`config.mk`:
```
export PLATFORM = sky130hd
export DESIGN_NAME = mat_mult_seq
export DESIGN_NICKNAME = d
export VERILOG_FILES = /design/src/rtl/mat_mult_seq.sv
export SDC_FILE = /design/constraint.sdc
export NUM_CORES = 2
export LEC_CHECK = 0
export BUFFER_PORTS_ARGS = -buffer_cell sky130_fd_sc_hd__buf_2
export CAP_MARGIN = 20
export CORE_MARGIN = 3
export CORE_UTILIZATION = 58
export CTS_CLUSTER_DIAMETER = 60
export DETAILED_ROUTE_END_ITERATION = 10
export PLACE_DENSITY = 0.81
export SETUP_SLACK_MARGIN = 0.4
export SLEW_MARGIN = 40
export SYNTH_ARGS = -nofsm -noshare
export SYNTH_HDL_FRONTEND = slang
export SYNTH_SLANG_ARGS = --single-unit
export TNS_END_PERCENT = 1
```
`constraint.sdc`:
```
create_clock -name clk -period 16.4 [get_ports clk]
set_input_delay 0 -clock clk [delete_from_list [all_inputs] [get_ports clk]]
set_output_delay 0 -clock clk [all_outputs]
set_load 0.005 [all_outputs]
```
`src/rtl/mat_mult_seq.sv`:
```
// Sequencer for C = A x B on 5x5 signed 8-bit matrices: one row/column pair is fed
// to the combinational inner-product unit per cycle, results and overflow flags are stored.

module mat_mult_ip #(
  parameter int DIM = 5,
  parameter int DW  = 8
) (
  input  logic [DIM*DW-1:0] lin,
  input  logic [DIM*DW-1:0] col,
  output logic [DW-1:0]     n_out,
  output logic              ovf
);
  localparam int LW = DIM * DW;
  localparam int SW = 2 * DW + 3;

  logic signed [2*DW-1:0] prod [DIM];
  logic signed [SW-1:0]   sum;
  logic [SW-DW:0]         upper;

  genvar gi;
  generate
    for (gi = 0; gi < DIM; gi++) begin : g_prod
      assign prod[gi] = $signed(lin[LW-1-gi*DW -: DW]) * $signed(col[LW-1-gi*DW -: DW]);
    end
  endgenerate

  always_comb begin
    sum = '0;
    for (int k = 0; k < DIM; k++) begin
      sum = sum + SW'(prod[k]);
    end
  end

  // In range exactly when every bit from the 8-bit sign position upward agrees.
  assign upper = sum[SW-1:DW-1];
  assign n_out = sum[DW-1:0];
  assign ovf   = ~((&upper) | ~(|upper));
endmodule

module mat_mult_seq #(
  parameter int DIM = 5,
  parameter int DW  = 8
) (
  input  logic                   clk,
  input  logic                   rst_n,
  input  logic                   start,
  input  logic [DIM*DIM*DW-1:0]  mat_a,
  input  logic [DIM*DIM*DW-1:0]  mat_b,
  output logic                   busy,
  output logic                   done,
  output logic [DIM*DIM*DW-1:0]  mat_c,
  output logic [DIM*DIM-1:0]     ovf_map,
  output logic                   ovf_any
);
  localparam int NEL = DIM * DIM;
  localparam int LW  = DIM * DW;
  localparam int MW  = NEL * DW;
  localparam logic [4:0] LAST_IDX = 5'(NEL - 1);
  localparam logic [2:0] LAST_RC  = 3'(DIM - 1);

  typedef enum logic [1:0] {S_IDLE, S_CALC, S_DONE} state_t;

  state_t          state_reg, state_next;
  logic [MW-1:0]   a_reg, b_reg;
  logic [MW-1:0]   b_cols;
  logic [4:0]      idx_reg;
  logic [2:0]      row_reg, col_reg;
  logic [DW-1:0]   c_reg [NEL];
  logic [NEL-1:0]  ovf_reg;
  logic [LW-1:0]   a_rows [DIM];
  logic [LW-1:0]   b_col_sel [DIM];
  logic [LW-1:0]   lin, col;
  logic [DW-1:0]   n_out;
  logic            ovf;
  logic            accept, write_en;

  // b_cols is B transposed, so column c is a contiguous 40-bit slice with (0,c) on top.
  genvar gi, gj;
  generate
    for (gi = 0; gi < DIM; gi++) begin : g_rc
      assign a_rows[gi]    = a_reg[MW-1-gi*LW -: LW];
      assign b_col_sel[gi] = b_cols[MW-1-gi*LW -: LW];
      for (gj = 0; gj < DIM; gj++) begin : g_tr
        assign b_cols[MW-1-(gi*DIM+gj)*DW -: DW] = b_reg[MW-1-(gj*DIM+gi)*DW -: DW];
      end
    end
    for (gi = 0; gi < NEL; gi++) begin : g_out
      assign mat_c[MW-1-gi*DW -: DW] = c_reg[gi];
    end
  endgenerate

  assign lin = a_rows[row_reg];
  assign col = b_col_sel[col_reg];

  mat_mult_ip #(.DIM(DIM), .DW(DW)) u_ip (
    .lin   (lin),
    .col   (col),
    .n_out (n_out),
    .ovf   (ovf)
  );

  always_ff @(posedge clk or negedge rst_n) begin
    if (!rst_n) state_reg <= S_IDLE;
    else        state_reg <= state_next;
  end

  always_comb begin
    state_next = state_reg;
    busy       = 1'b0;
    done       = 1'b0;
    accept     = 1'b0;
    write_en   = 1'b0;
    case (state_reg)
      S_IDLE: begin
        if (start) begin
          accept     = 1'b1;
          state_next = S_CALC;
        end
      end
      S_CALC: begin
        busy = 1'b1;
        if (idx_reg > LAST_IDX) begin
          state_next = S_IDLE;
        end else begin
          write_en = 1'b1;
          if (idx_reg == LAST_IDX) state_next = S_DONE;
        end
      end
      S_DONE: begin
        done       = 1'b1;
        state_next = S_IDLE;
      end
      default: state_next = S_IDLE;
    endcase
  end

  always_ff @(posedge clk or negedge rst_n) begin
    if (!rst_n) begin
      a_reg   <= '0;
      b_reg   <= '0;
      idx_reg <= '0;
      row_reg <= '0;
      col_reg <= '0;
      ovf_reg <= '0;
      for (int k = 0; k < NEL; k++) c_reg[k] <= '0;
    end else if (accept) begin
      a_reg   <= mat_a;
      b_reg   <= mat_b;
      idx_reg <= '0;
      row_reg <= '0;
      col_reg <= '0;
      ovf_reg <= '0;
    end else if (write_en) begin
      c_reg[idx_reg]   <= n_out;
      ovf_reg[idx_reg] <= ovf;
      idx_reg          <= idx_reg + 5'd1;
      if (col_reg == LAST_RC) begin
        col_reg <= '0;
        row_reg <= row_reg + 3'd1;
      end else begin
        col_reg <= col_reg + 3'd1;
      end
    end
  end

  assign ovf_map = ovf_reg;
  assign ovf_any = |ovf_reg;
endmodule

```
==> results.yml <==
sta:
  final_hold_viol_count: 0
  rsz0062_at_grt: "no"
  tns_ns: 0
  final.period_utilization_pct: 80.7
  slew_headroom_pct: 31.4
  max_freq_mhz: 75.5
  min_period_ns: 13.24
  setup_slack_ns: 3.16
  drv_slew: 0
  tightest_slew_ns: 1.03
  clock_skew_ns: 0.0816
  finalSetupViolCount: 0
detailed_routing:
  antenna_left: 0
  dr.pass1.iters: 9
  post_drt_wl_per_cell_microns: 24.9
  drt-vias-per-instance: 6.10
  vias: 38300
  remaining_drc_errors: 0
  drt_wl_total_mm: 157
  drt_iter0_markers: 5317
critical_path:
  r2r_setup_slack_ns: 3.16
  cp-start-kind: "register"
  cp.arrival_ns: 13.72
  worstSetupStartpoint: "row_reg[0]"
  r2r_start: "row_reg[0]"
  critPathMaxStageDelay_ns: 0.81
  cp-end-kind: "register"
  crit_type: "register to register"
  worst-path-max-fanout: 49
  reg2reg_depth: 41
  cp-endpoint: "ovf_map[24]"
  reg2reg_to: "ovf_map[24]"
  cp_common_cell: "fa_1"
  cp_data_required_time_ns: 16.88
  slowest_stage: "dfrtp_4"
synth:
  synth_edf_count: 0
  synth.most_common_cell: "nand2_1"
  synth_cell_types: 61
  ys_warn_count: 0
  synth_cells: 4255
  postSynthAreaPerCell_sq_um: 9.71
  ys_async_sr_fraction_pct: 100
  synth_area_leader_cell: "dfrtp_1"
  synth_area_leaders: "dfrtp_1 (39%), fa_1 (20%), nand2_1 (13%), ha_1 (4.9%), inv_1 (3.7%)"
  ys_ff_latch: 638
  yosysTopAreaCellShare_pct: 38.7
  ys_seq_area_share_pct: 38.7
  synth_common_cells: "nand2_1 (1397), dfrtp_1 (638), inv_1 (406), fa_1 (403), nor2_1 (235)"
  synth_nets: 5223
  ys.flop_type: "dfrtp_1"
  synth_area_sq_um: 41300
placement:
  place_inst: 5679
  dp_hpwl_mm: 98.8
  io_buffers: 630
  dpl_cell_area_sq_um: 45300
  pre_cts_slack_ns: 3.13
  gp_congestion: 0.949
cts:
  cts_hold_buffers: 444
  cts.sinks: 638
  post_cts_buffers: 0
  worstSkewPairLatency_ns: 0.67
  ctsResizeCount: 0
  clkTransAtPathRegs_ns: 0.07
  root_buffer: "clkbuf_16"
  cts_inserted_buffers: 70
  cts_buffer_depth: 3
  h-tree-depth: 3
  tritoncts: "done"
cells_and_area:
  final_cells: 6281
  fin_nets: 6228
  design_area_sq_um: 52500
  drive_gt1_share_pct: 19.4
  area_growth_pct: 27.0
  n_fill_cell: 4151
outcome:
  status: "complete, no violations"
global_routing:
  grt_pass1_wl_mm: 232
  use_met1_pct: 48.4
  antenna_found_initial: 23
  grt_pass1_vias: 40100
  grt_max_degree: 112
  grt-busiest-layer: "met2"
  grtUsageMet3_pct: 12.1
  grt_util_met2_pct: 65.0
  grt_usage_pct: 41.1
  grt.overflow.total: 0
die:
  dieHeight_microns: 273
  start_util_pct: 58.8
  fp-row-count: 97
  pin_count: 631
  die_x_microns: 273
  fp.dieArea_sq_um: 74500
  coreArea_sq_um: 70300
worst_hold_path:
  hold_class: "primary input to register"
run:
  drv_cap: 0
cell type report:
| cell class | count | area [sq um] | area share [%] |
|---|---|---|---|
| Antenna cell | 25 | 62.6 | 0.119 |
| Clock buffer | 96 | 2010 | 3.83 |
| Clock inverter | 32 | 522 | 0.994 |
| Inverter | 406 | 1520 | 2.90 |
| Multi-Input combinational cell | 3018 | 23100 | 44.1 |
| Sequential cell | 638 | 16000 | 30.4 |
| Tap cell | 940 | 1180 | 2.24 |
| Timing Repair Buffer | 1126 | 8090 | 15.4 |
metrics by stage:
step	utilization (%)	hold slack (ns)
2_1_floorplan	-	-0.296
3_3_place_gp	64.2	0.0583
3_5_place_dp	64.5	0.0661
4_1_cts	74.4	0.0559
5_1_grt	74.7	0.101
6_report	74.7	0.0807
critical path: cells and delay by family (launching register included):
family / cells / cell delay [ns]
buffers and inverters: 9 / 1.30
multiplexers: 1 / 0.20
adder cells (fa/ha/maj): 15 / 6.81
XOR/XNOR: 2 / 0.29
AO/OA/AOI/OAI: 10 / 2.60
flip-flops: 1 / 0.81
AND/OR/NAND/NOR: 4 / 1.00
metal layers:
layer	vias up	part of all wire, %
met2	3373	45
li1	15400	-
met4	2	9.8
met3	1144	13
met5	-	0.011
met1	18300	33
cells in the final DEF (no fill, tap or decap), types with 17 or more instances in the layout:
cell type / count
a21oi_1: 61
a22oi_1: 24
and2_1: 21
buf_2: 638
buf_4: 27
clkbuf_16: 70
dfrtp_1: 633
diode_2: 25
dlygate4sd3_1: 443
fa_1: 402
ha_1: 159
inv_1: 406
mux2_2: 99
mux2i_1: 82
mux4_2: 39
nand2_1: 1395
nand2b_1: 28
nand3_1: 44
nor2_1: 233
nor2b_1: 32
o21ai_0: 121
o21ai_2: 21
o22a_1: 36
o22ai_1: 17
or2_2: 29
xnor2_1: 30
worst min path at each step:
stage	startpoint	end	cells past startpoint
CTS	mat_b[12]	b_reg[12]	4
detailed placement	rst_n	b_reg[61]	1
floorplan	rst_n	a_reg[0]	0
finish	mat_b[59]	b_reg[59]	4
global route	mat_b[12]	b_reg[12]	4
global placement	rst_n	mat_c[115]	1
kinds of logic (layout without fill, tap and decap cells):
kind of cell             count (synthesis)  in the layout  synth area share, %
flip-flops                             638            638                 38.7
buffers and inverters                  599           1660                 5.75
multiplexers                           222            222                 6.87
adder cells (fa/ha/maj)                565            565                 24.4
AO/OA/AOI/OAI                          340            340                 5.40
XOR/XNOR                                47             47                0.997
AND/OR/NAND/NOR                       1844           1844                 17.9
other                                    0             25                    0
Power is not shown: default switching activity piles up to over one toggle a cycle in this logic, so the estimate is an artifact.
